`config.mk`:
```
export PLATFORM = sky130hd
export DESIGN_NAME = zad_6_2
export DESIGN_NICKNAME = d
export VERILOG_FILES = /design/src/rtl/zad_6_2.sv
export SDC_FILE = /design/constraint.sdc
export NUM_CORES = 1
export LEC_CHECK = 0
export ABC_CLOCK_PERIOD_IN_PS = 6300
export CAP_MARGIN = 20
export CORE_AREA = 10 10 170 172
export CTS_CLUSTER_DIAMETER = 150
export DETAILED_ROUTE_END_ITERATION = 8
export DIE_AREA = 0 0 180 182
export HOLD_SLACK_MARGIN = 0.03
export SKIP_CTS_REPAIR_TIMING = 1
export SLEW_MARGIN = 20
export SYNTH_ARGS = -nofsm -noshare
export SYNTH_HDL_FRONTEND = slang
export SYNTH_SLANG_ARGS = --single-unit
```
`constraint.sdc`:
```
create_clock -name clk -period 6.3 [get_ports clk]
set_clock_uncertainty 0.05 [all_clocks]
set_input_delay 0.945 -clock clk [delete_from_list [all_inputs] [get_ports clk]]
set_output_delay 0.945 -clock clk [all_outputs]
set_load 0.01 [all_outputs]
```
`src/rtl/zad_6_2.sv`:
```
// Sequential unsigned shift-add multiplier, WIDTH x WIDTH -> 2*WIDTH, start/ready handshake.
// Define ZAD_6_2_RADIX4_EN to retire two multiplier bits per cycle (latency ceil(WIDTH/2)).
module zad_6_2 #(
    parameter int WIDTH = 24
) (
    input  logic                 clk,
    input  logic                 rst_n,
    input  logic                 start,
    input  logic [WIDTH-1:0]     input0,
    input  logic [WIDTH-1:0]     input1,
    output logic [2*WIDTH-1:0]   output0,
    output logic                 ready
);

`ifdef ZAD_6_2_RADIX4_EN
    localparam int STEPS = (WIDTH + 1) / 2;
    localparam int SHIFT = 2;
`else
    localparam int STEPS = WIDTH;
    localparam int SHIFT = 1;
`endif
    localparam int CW = $clog2(STEPS + 1);
    localparam logic [CW-1:0] LAST = CW'(STEPS - 1);

    typedef enum logic {
        IDLE,
        BUSY
    } state_t;

    state_t             state;
    logic [2*WIDTH-1:0] a;
    logic [2*WIDTH-1:0] acc;
    logic [2*WIDTH-1:0] partial;
    logic [2*WIDTH-1:0] acc_next;
    logic [WIDTH-1:0]   b;
    logic [CW-1:0]      cnt;

    // Partial product for the multiplier bits retired this cycle.
    always_comb begin
        partial = '0;
        if (b[0]) partial = a;
`ifdef ZAD_6_2_RADIX4_EN
        if (b[1]) partial = partial + (a << 1);
`endif
        acc_next = acc + partial;
    end

    always_ff @(posedge clk or negedge rst_n) begin
        if (!rst_n) begin
            state   <= IDLE;
            a       <= '0;
            b       <= '0;
            acc     <= '0;
            cnt     <= '0;
            output0 <= '0;
            ready   <= 1'b0;
        end else begin
            // NOTE: default-low here makes ready a single-cycle pulse without extra state.
            ready <= 1'b0;
            case (state)
                IDLE: begin
                    if (start) begin
                        a     <= {{WIDTH{1'b0}}, input0};
                        b     <= input1;
                        acc   <= '0;
                        cnt   <= '0;
                        state <= BUSY;
                    end
                end
                BUSY: begin
                    acc <= acc_next;
                    a   <= a << SHIFT;
                    b   <= b >> SHIFT;
                    cnt <= cnt + CW'(1);
                    if (cnt == LAST) begin
                        output0 <= acc_next;
                        ready   <= 1'b1;
                        state   <= IDLE;
                    end
                end
                default: state <= IDLE;
            endcase
        end
    end

endmodule

```
* Yosys cells after proc, flatten, opt, wreduce, memory -nomap -nowiden
Index checks and enable logic that the tools add are counted.
** Cells by class
- Add/subtract/negate cells :: 2
- Eq/ne operators :: 2
- Mux-type cells :: 14
- Reductions and logical operators :: 1
- Bitwise gates (word level) :: 1
** Operators with widths (number)
- $pmux 48 s2 :: 2
- $mux 48 :: 3
- $add 48x48->48 :: 1
- $pmux 24 s2 :: 1
- $mux 24 :: 1
- $pmux 5 s2 :: 1
- $add 5x1->5 const B :: 1
- $eq 5x5->1 const B :: 1
- $mux 5 :: 1
- $mux 1 :: 4
- $ne 2x2->1 const B :: 1
- $pmux 1 s2 :: 1
- $reduce_and 2->1 :: 1
- $not 1->1 :: 1
** Word-level totals
- Logic and storage cells :: 27
- Input port bits :: 51
- Output and inout port bits :: 49
- Flip-flop bits (word level) :: 175

* Logic depth before layout (Yosys ltp)
- Word-level depth :: 3
- Gate-level depth with buffers :: 14
- Depth with buffers taken out :: 13

* Least setup slack after synthesis
Ideal clock, no wire load.
- Kind :: register -> register
- From :: register b[0]
- To :: register output0[34]
- Path slack :: 3.178 ns
- Buffers on the path :: 1
- Cell stages (with the launch flop) :: 15
- Data required time :: 6.125 ns
- Library setup time :: 0.125 ns
- Period minus slack after synthesis :: 3.122 ns
- Data arrival time :: 2.947 ns
- Path through :: dfrtp_1 clkbuf_1 and2_1 ha_1 inv_1 fa_1 and2b_1 o211ai_4 a2111oi_2 o21ai_1 a31oi_1 a21oi_1 o31ai_2 xnor2_1 mux2_2
** Between the ends
- Cells in the longest elaborated chain, start to end :: 2
** RTL lines
- start: declaration :: RTL line 35 : logic [WIDTH-1:0] b;
- start signal: assignment :: RTL line 64 : b <= input1;
- start signal: assignment :: RTL line 73 : b <= b >> SHIFT;
- $mux 48 :: RTL line 41 : if (b[0]) partial = a;
- $add 48x48->48 :: RTL line 45 : acc_next = acc + partial;
- end signal: assignment :: RTL line 76 : output0 <= acc_next;
- end: declaration :: RTL line 11 : output logic [2*WIDTH-1:0] output0,
Every way passes these cells.
A chain may end at the register's enable or synchronous reset.

* Worst setup path in the final report
- From :: register b[0]
- To :: register output0[44]
Same word-level chain as after synthesis.

==> results.tsv <==
stage	metric	value	unit
layout	fillCellCount	2454	
setup_path	startpoint_type	register	
global_route	antenna_found_initial	0	
layout	finalCoreUtilization	46.3	%
global_route	grt_busiest_layer	met2	
global_route	use_met1	20.1	%
sta	hold_viol	0	
layout	layout-drive-gt1-share	6.44	%
global_route	grt_usage	15.1	%
pwr	power.leakage	5.52	nW
sta	slew_violations	0	
die	die_h	182	um
sta	slew_headroom	32.0	%
sta	rsz0062_at_grt	no	
synth	syn_nets	1194	
global_route	met2_usage	24.2	%
synth	yosysWarnings	0	
outcome	status	complete, no violations	
synth	synth-async-reset-ratio	100	%
synth	syn-cell-area	10100	sq um
sta	fin_setup_tns	0	ps
route	vias	7929	
route	viasPerCell	5.29	
sta	period_minus_slack	3730	ps
route	ant_nets	0	
global_route	grt_max_degree	114	
clock_tree	htree_levels	4	
placed_design	dp_cells	1466	
die	die_w	180	um
setup_path	critPathMaxFanout	27	
sta	fmax	268	MHz
clock_tree	cts_sinks	175	
setup_path	crit_arrival	4050	ps
synth	avgSynthCellArea	9.20	sq um
global_route	globalRouteMet3Util	3.22	%
placed_design	portBuffers	99	
layout	diodes	0	
min_path	min_path_type	reg -> reg	
synth	syn_inst	1094	
layout	nets	1251	
synth	synth_ff_type	dfrtp_1	
clock_tree	clockBufferDepth	2	
synth	synth.distinct_cells	69	
sta	tightest_slew	1020	ps
die	initial_core_util	39.3	%
setup_path	cp-end-kind	register	
route	drt-wirelength-per-cell	16.7	um
pwr	power.density	444	nW/um^2
route	drt_first_pass_iters	5	
layout	fin_cells	1499	
global_route	grt_pass1_wl	41500	um
clock_tree	clock_latency	430	ps
setup_path	worstPathRequired	6620	ps
setup_path	path_class	reg -> reg	
route	drcViolationCount	0	
clock_tree	cts_root_buffer	clkbuf_16	
route	wirelength	25000	um
die	num_rows	59	
job	drv_cap	0	
global_route	grt_pass1_vias	7951	
sta	finalSetupViolCount	0	
sta	min_period_over_period	59.3	%
global_route	grt-ovfl-total	0	
clock_tree	cts_tree	built	
placed_design	gp_congestion	0.933	
pwr	vdd_ir_drop_max	0.172	mV
layout	areaGrowthSynthToFinish	17.9	%
synth	synth_edf_count	0	
die	coreArea	25600	sq um
synth	yosysSeqAreaShare	43.5	%
placed_design	hpwlAfterDp	17500	um
die	ios	100	
clock_tree	path_clk_slew	70	ps
route	drt_first_iter_violations	473	
clock_tree	cts-buffers-inserted	17	
die	dieArea	32800	sq um
synth	ys_seq_elements	175	
==> layout make-up <==
type	count	area (sq um)	area share, %
Clock buffer	19	443	3.73
Clock inverter	13	125	1.05
Inverter	15	56.3	0.474
Multi-Input combinational cell	834	5370	45.2
Sequential cell	175	4380	36.9
Tap cell	335	419	3.53
Timing Repair Buffer	108	1080	9.08
==> path summary, 6_finish.rpt <==
path | to | slack [ps] | startpoint | cells after the start
setup / recovery | output0[44] | 2570 | b[0] | 11
min in group asynchronous | output0[5] | 430 | rst_n | 1
hold / removal | output0[28] | 420 | output0[28] | 2
max in group asynchronous | acc[28] | 4540 | rst_n | 2
hold reg to reg | output0[28] | 420 | output0[28] | 2
setup reg to reg | output0[44] | 2570 | b[0] | 11
==> where the power goes <==
group / total, mW / switching, mW / internal [mW] / leakage, nW
logic: 2.28 / 1.23 / 1.05 / 3.01
registers: 1.95 / 0.354 / 1.60 / 2.24
clock network: 1.04 / 0.479 / 0.563 / 0.276
total: 5.27 / 2.06 / 3.21 / 5.52
==> registers in the layout, summed over array words and instances (netlist names) <==
name	count
state	1
acc	48
a	48
ready	1
output0	48
b	24
cnt	5
==> critical path: stages (launching register included) <==
cell and delay, ps:
dfrtp_1 720, buf_4 390, and2_1 170, ha_1 300, a21oi_1 230, o21ai_0 230
a2111oi_4 420, a21boi_1 180, a21oi_1 360, o211ai_2 190, mux2_1 340, nand2_1 70
==> synth_stat cells (4+ instances only) <==
master | count | share of area [%]
nand4_1 | 13 | 0.81
clkbuf_1 | 54 | 2.0
and2_1 | 46 | 2.9
a31oi_1 | 5 | 0.31
a22o_1 | 45 | 3.9
buf_1 | 9 | 0.34
o211ai_1 | 6 | 0.45
buf_2 | 6 | 0.30
inv_1 | 14 | 0.52
xnor2_1 | 31 | 2.7
o21ai_1 | 7 | 0.35
o21ai_0 | 99 | 4.9
o21a_1 | 6 | 0.45
ha_1 | 48 | 6.0
nand2b_1 | 30 | 1.9
mux2i_1 | 51 | 5.1
nor2b_1 | 5 | 0.31
a21o_1 | 21 | 1.6
mux2_2 | 10 | 1.1
a21oi_1 | 54 | 2.7
nand2_1 | 229 | 8.5
nand3_1 | 15 | 0.75
dfrtp_1 | 175 | 43
nor2_1 | 35 | 1.3
xor2_1 | 16 | 1.4
nor3_1 | 4 | 0.20
==> per-layer routing <==
layer / routed length, um / up-vias
met4: 361 / 0
li1: - / 3933
met2: 11500 / 155
met1: 12100 / 3813
met5: 0 / -
met3: 1080 / 28
==> stage by stage <==
step                      hold slack, ps  area (sq um)  setup slack (ps)  total power, mW
after CTS                            431         11800              2320             5.32
after global placement               409         11300              2360             4.23
after detailed placement             414         11300              2350             4.26
after floorplan                      402         10100              3180             3.48
final                                422         11900              2570             5.27
after global routing                 446         11900              2270             5.70
==> placed cells by master (no fill, tap or decap), drive strengths merged, types with 35 or more instances in the layout <==
cell / instances
a21oi: 55
a22o: 45
and2: 48
clkdlybuf4s50: 97
dfrtp: 175
ha: 48
mux2i: 51
nand2: 229
nor2: 35
o21ai: 109
==> cell families (layout without fill, tap and decap cells) <==
family / Yosys count / after routing / synth area share, %
multiplexers: 63 / 63 / 6.45
XOR/XNOR: 47 / 47 / 4.09
flip-flops: 175 / 175 / 43.5
AND/OR/NAND/NOR: 392 / 392 / 17.7
adder cells (fa/ha/maj): 49 / 49 / 6.16
AO/OA/AOI/OAI: 283 / 283 / 18.8
buffers and inverters: 85 / 155 / 3.32
(Power assumes the default switching activity.)
